**src/rtl/crc8_pkg.sv**
```systemverilog
// ---------------------------------------------------------------------------
// crc8_pkg
// Shared CRC-8 definitions for the frame checker and the parallel generator.
//   CRC_W        : CRC register width (8)
//   POLY_DEFAULT : x^8+x^2+x+1, with the x^8 term implicit
//   state_t      : checker FSM encodings (IDLE=0, RECV=1, DONE=2)
//   crc8_step    : advance the CRC register by one byte, MSB first
// ---------------------------------------------------------------------------
package crc8_pkg;

    localparam int                CRC_W        = 8;
    localparam logic [CRC_W-1:0]  POLY_DEFAULT = 8'h07;

    typedef enum logic [1:0] {
        IDLE = 2'd0,
        RECV = 2'd1,
        DONE = 2'd2
    } state_t;

    // Byte-wide step: XOR the byte into the register, then eight serial shifts
    // with polynomial feedback. Init 0, no reflection, no final XOR.
    function automatic logic [CRC_W-1:0] crc8_step(
        input logic [CRC_W-1:0] rem,
        input logic [7:0]       data,
        input logic [CRC_W-1:0] poly
    );
        logic [CRC_W-1:0] r;
        r = rem ^ data;
        for (int i = 0; i < 8; i++) begin
            if (r[CRC_W-1]) begin
                r = (r << 1) ^ poly;
            end else begin
                r = r << 1;
            end
        end
        return r;
    endfunction

endpackage

```
**src/rtl/crc8_byte_step.sv**
```systemverilog
// ---------------------------------------------------------------------------
// crc8_byte_step
// Combinational one-byte CRC-8 update.
//   rem_in  : current CRC register
//   data    : byte to absorb, data[7] is the first serial bit
//   rem_out : register after absorbing the byte
// ---------------------------------------------------------------------------
module crc8_byte_step
    import crc8_pkg::*;
#(
    parameter logic [CRC_W-1:0] POLY = POLY_DEFAULT
) (
    input  logic [CRC_W-1:0] rem_in,
    input  logic [7:0]       data,
    output logic [CRC_W-1:0] rem_out
);

    assign rem_out = crc8_step(rem_in, data, POLY);

endmodule

```
**config.mk**
```make
export PLATFORM = sky130hd
export DESIGN_NAME = crc8_byte_step
export DESIGN_NICKNAME = d
export VERILOG_FILES = /design/src/rtl/crc8_pkg.sv /design/src/rtl/crc8_byte_step.sv
export SDC_FILE = /design/constraint.sdc
export NUM_CORES = 1
export LEC_CHECK = 0
export BUFFER_PORTS_ARGS = -buffer_cell sky130_fd_sc_hd__buf_2
export CAP_MARGIN = 5
export CORE_AREA = 3 3 40 42
export DETAILED_ROUTE_END_ITERATION = 7
export DIE_AREA = 0 0 43 45
export GPL_TIMING_DRIVEN = 0
export PLACE_DENSITY = 0.47
export SYNTH_ARGS = -nofsm -noshare
export SYNTH_HDL_FRONTEND = slang
export SYNTH_SLANG_ARGS = --single-unit
```
**constraint.sdc**
```tcl
create_clock -name vclk -period 1.8
set_input_delay 0.27 -clock vclk [all_inputs]
set_output_delay 0.27 -clock vclk [all_outputs]
set_load 0.02 [all_outputs]
```
==> results.cfg, run 1 <==
[global_route]
grt_pass1_wl_um = 690
via_count_of_the_first_global_routing_pass = 180
antenna_found_initial = 0
grt_overflow = 0
grt_max_degree = 4
groute.usage.overall_pct = 4.31

[synth]
ys_top_cells_by_area = sky130_fd_sc_hd__xnor2_1, sky130_fd_sc_hd__xor2_1
post-synth-top-area-fraction_pct = 71.4
synth_common_cells = sky130_fd_sc_hd__xnor2_1, sky130_fd_sc_hd__xor2_1
synth_top_family_by_area = XOR/XNOR gates
post_synthesis_cell_count = 21
synth_simple_gate_area_share_pct = 0
post_synth_mux_area_share_pct = 0
synth_warnings = 0
ys_seq_area_share_pct = 0
synth.lib_cells_used.distinct = 2
synthXorXnorAreaFrac_pct = 100
synth_compound_gate_area_share_pct = 0
syn_nets = 37
synth_top_cell_by_area = sky130_fd_sc_hd__xnor2_1
synth_fa_ha_area_share_pct = 0
synthMostInstantiatedCell = sky130_fd_sc_hd__xnor2_1
mappedNetlistArea_sq_um = 184
syn_area_per_cell_sq_um = 8.76

[timing]
final_hold_viol_count = 0
tightestPinTransition_ns = 0.412
fmax_mhz = 647
rsz0062_at_grt = no
timing.final.crit_share_pct = 85.9
timing.final.crit_period_ns = 1.55
totalNegativeSetupSlack_ns = 0
relSlewSlack_pct = 72.3
finalMaxSlewViolations = 0
final_setup_violations = 0
timing.hold.ws_ns = 0.989

[floorplan]
core_area_sq_um = 1280
placement_rows = 13
die_w_um = 43
die_h_um = 45
ioPinCount = 24
initial_utilization_pct = 14.3
dieArea_sq_um = 1940

[drt]
detailroute.via_count = 211
detail_route.drc_violations = 0
wire_per_inst_um = 7.48
detail_route.vias_per_cell = 3.52
dr.pass1.iters = 1
routed_wl_um = 449
ant_nets = 0
iteration_0_drc_count_of_the_detailed_router = 0

[clock_network]
cts-hold-fix-buffers = 0
cts.repair_timing.setup_buffer_count = 0
cts_repair_resize_count = 0

[final_layout]
sequential_cell_total = 0
postLayoutCoreUtil_pct = 25.1
layout.clock_buffers = 0
drive_above_1_share_pct = 53.3
area.growth.synth_to_final_pct = 75.5
register_area_sq_um = 0
finish.net_count = 63
antenna-diode-count = 0
layout.filler_cells = 147

[run]
timing.max_cap.violations = 0

[outcome]
outcome = complete, no violations

[hold_path]
hold_path.startpoint = rem_in[5]
hp-class = in -> out
whs_endpoint = rem_out[5]
hold-path-cell-count = 4

[worst_setup_path]
critical_path_required_ns = 1.53
criticalPathCategory = in -> out
worst-path-max-fanout = 3
worstPathArrival_ns = 1.28
critPathLaunchType = primary input
timing.critical_path.to_type = primary output

[pwr]
power_density_over_the_cells_nw_per_um2 = 802
power_leakage_nw = 0.151
ir_worst_vdd_uv = 149

[placement]
buffer_ports.inserted = 24
finalWeightedCongestion = 0.548
[cell families (layout without fill, tap and decap cells)]
| logic type | count (synthesis) | count (layout) |
|---|---|---|
| xor gates and xnor gates | 21 | 21 |
| buffers and inverters | 0 | 24 |
[layout make-up]
cell class / instances / area [sq um] / share of cell area (%)
Multi-Input combinational cell: 21 / 184 / 57.0
Tap cell: 15 / 18.8 / 5.81
Timing Repair Buffer: 24 / 120 / 37.2
[layer usage]
layer | GRT usage [%] | up-vias | wire, um
met3 | 0 | 0 | 43
met5 | 0 | - | 0
met1 | 5.24 | 89 | 162
met4 | 0 | 0 | 0
li1 | - | 111 | -
met2 | 8.98 | 11 | 243
[cells in the final DEF, fill, tap and decap left out]
| cell type | count |
|---|---|
| sky130_fd_sc_hd__xor2_1 | 6 |
| sky130_fd_sc_hd__buf_2 | 24 |
| sky130_fd_sc_hd__xnor2_1 | 15 |
[worst max path at each step]
stage            start          to  slack [ns]  cells after the start
2_1_floorplan  data[5]  rem_out[6]        0.39                      3
3_3_place_gp   data[3]  rem_out[4]        0.21                      5
3_5_place_dp   data[6]  rem_out[1]        0.22                      5
4_1_cts        data[3]  rem_out[5]        0.21                      5
5_1_grt        data[3]  rem_out[4]        0.11                      5
6_report       data[6]  rem_out[1]        0.25                      5
[where the power goes]
part           total (mW)  switching, mW  internal [mW]  leakage (nW)
Sequential              0              0              0             0
Combinational       0.259          0.152          0.106         0.151
Clock                   0              0              0             0
[through the flow]
stage / std cells / power (mW) / cell area, sq um / setup WS (ns)
floorplan: 21 / 0.179 / 184 / 0.390
finish: 60 / 0.259 / 323 / 0.253
global route: 60 / 0.280 / 323 / 0.105
CTS: 60 / 0.265 / 323 / 0.214
global placement: 60 / 0.263 / 323 / 0.208
detailed placement: 60 / 0.265 / 323 / 0.221
[critical path: stages]
cell and delay (ns):
sky130_fd_sc_hd__buf_2 0.10, sky130_fd_sc_hd__xor2_1 0.18, sky130_fd_sc_hd__xnor2_1 0.38, sky130_fd_sc_hd__xnor2_1 0.16
sky130_fd_sc_hd__buf_2 0.18
Note: power is estimated with default switching activity, not from simulation.
==> inputs of run 2 (changes only) <==
--- a/config.mk
+++ b/config.mk
@@ -11,7 +11,7 @@
 export DETAILED_ROUTE_END_ITERATION = 7
 export DIE_AREA = 0 0 43 45
 export GPL_TIMING_DRIVEN = 0
-export PLACE_DENSITY = 0.47
+export PLACE_DENSITY = 0.48
 export SYNTH_ARGS = -nofsm -noshare
 export SYNTH_HDL_FRONTEND = slang
 export SYNTH_SLANG_ARGS = --single-unit
==> constraint.sdc (replaced) <==
create_clock -name vclk -period 1.3
set_input_delay 0.195 -clock vclk [all_inputs]
set_output_delay 0.195 -clock vclk [all_outputs]
set_load 0.02 [all_outputs]
==> run 2 against run 1 <==
Against the previous run: via count is 5.2% higher; non-clock buffer count up 1; global-route usage is 0.36 points higher; total power increased by 95%; core utilization up 16 points; clock-buffer cell count is the same; combinational power rose by 94%; worst setup slack worse by 0.25 ns; sequential cell count unchanged; critical path depth rose by 1; hold slack worse by 0.14 ns; critical path type unchanged; highest routed layer unchanged.
==> results.cfg, run 2 (synthesized netlist as in run 1, its figures left out) <==
[pwr]
design_power_total_uw = 503
power_density_over_the_cells_nw_per_um2 = 949
power_leakage_nw = 0.234
ir_worst_vdd_uv = 343

[timing]
timing.final.crit_period_ns = 1.29
tightestPinTransition_ns = 0.264
relSlewSlack_pct = 82.3
timing.final.crit_share_pct = 99.5
finalMaxSlewViolations = 0
final_setup_violations = 0
rsz0062_at_grt = yes
final_hold_viol_count = 0
fmax_mhz = 773

[final_layout]
multi_input_comb_area_sq_um = 342
final_cell_count_no_fill = 61
post_route_standard_cell_area_excluding_fillers_sq_um = 531
layout.cells.most_common_list = sky130_fd_sc_hd__buf_2, sky130_fd_sc_hd__buf_4, sky130_fd_sc_hd__xnor2_1
layout.filler_cells = 131
antenna-diode-count = 0
finish.net_count = 64
area.growth.synth_to_final_pct = 188
layout_commonest_cell = sky130_fd_sc_hd__buf_2
drive_above_1_share_pct = 80.4
layout.clock_buffers = 0
postLayoutCoreUtil_pct = 41.3
sequential_cell_total = 0
register_area_sq_um = 0

[hold_path]
hold_path.startpoint = rem_in[1]
hold-path-cell-count = 4
hp-class = in -> out
whs_endpoint = rem_out[1]

[worst_setup_path]
timing.critical_path.to_type = primary output
cpPeakStageDelay_ns = 0.19
criticalPathCategory = in -> out
crit_path_cell_trace = buf_8, xor2_4, buf_12, xnor2_4, xnor2_1, buf_4
worst-path-max-fanout = 3
critPathLaunchType = primary input
timing.critical_path.max_delay_family = XOR/XNOR gates
worstPathArrival_ns = 1.10
critical_path_required_ns = 1.11
critical_path.slowest_cell = sky130_fd_sc_hd__xor2_4
worst-path-buf-inv = 3
timing.critical_path.depth = 6

[drt]
ant_nets = 0
detail_route.drc_violations = 0
wire_per_inst_um = 9.16
detail_route.vias_per_cell = 3.64
iteration_0_drc_count_of_the_detailed_router = 0
detailroute.via_count = 222
dr.pass1.iters = 1
routed_wl_um = 559

[floorplan]
ioPinCount = 24
core_area_sq_um = 1280
placement_rows = 13
die_h_um = 45
dieArea_sq_um = 1940
initial_utilization_pct = 14.3
die_w_um = 43

[global_route]
grt_pass1_wl_um = 731
via_count_of_the_first_global_routing_pass = 188
antenna_found_initial = 0
grt_overflow = 0
groute.usage.overall_pct = 4.67
grt_max_degree = 4

[placement]
buffer_ports.inserted = 24
dpl_cell_area_sq_um = 323
place_inst = 60
finalWeightedCongestion = 0.558
post-dp-hpwl_um = 456

[run]
timing.max_cap.violations = 0

[outcome]
outcome = complete, no violations
## run 2: cell count changes in the layout (fill, tap and decap cells not counted)
cell / before / now
sky130_fd_sc_hd__xnor2_4: 0 / 5
sky130_fd_sc_hd__xor2_1: 6 / 3
sky130_fd_sc_hd__xor2_2: 0 / 2
sky130_fd_sc_hd__buf_8: 0 / 1
sky130_fd_sc_hd__xnor2_2: 0 / 4
sky130_fd_sc_hd__buf_12: 0 / 1
sky130_fd_sc_hd__buf_4: 0 / 8
sky130_fd_sc_hd__xnor2_1: 15 / 6
sky130_fd_sc_hd__xor2_4: 0 / 1
sky130_fd_sc_hd__buf_2: 24 / 15
## run 2: per-layer routing
layer	vias up	part of all wire [%]	GRT usage (%)
met5	-	0	0
met4	0	0	0
met3	0	11	0.797
met2	14	56	9.58
met1	97	33	5.34
li1	111	-	-
## run 2: how the worst max path moves through the flow
stage / startpoint / to / slack, ns
2_1_floorplan: data[5] / rem_out[6] / 0.04
3_3_place_gp: data[3] / rem_out[5] / -0.11
3_5_place_dp: data[6] / rem_out[1] / -0.13
4_1_cts: data[6] / rem_out[1] / -0.004
5_1_grt: data[6] / rem_out[0] / -0.03
6_report: data[6] / rem_out[1] / 0.007
## run 2: area by class of cell
cell class,instances,share of cell area (%)
multi-input cells,21,64.4
well taps,15,3.54
repair buffers,25,32.1
## run 2: stage by stage
stage	TNS [ns]	worst slack, ns	hold WS, ns
finish	0	0.00690	0.845
global route	-0.106	-0.0332	0.858
CTS	-0.00395	-0.00395	0.825
detailed placement	-0.802	-0.126	0.840
global placement	-0.749	-0.115	0.836
floorplan	0	0.0403	0.683
## run 2: timing repair
action,4_1_cts,5_1_grt
pin swaps,3,5
setup endpoints to repair,8,8
hold buffers,0,0
cloned,0,0
buffers inserted,0,1
endpoints found under the hold margin,0,0
gates resized for setup,11,18
## run 2: power breakdown
part	internal, mW	leakage, nW	switching, mW
registers	0	0	0
logic	0.251	0.234	0.252
clock network	0	0	0
total	0.251	0.234	0.252
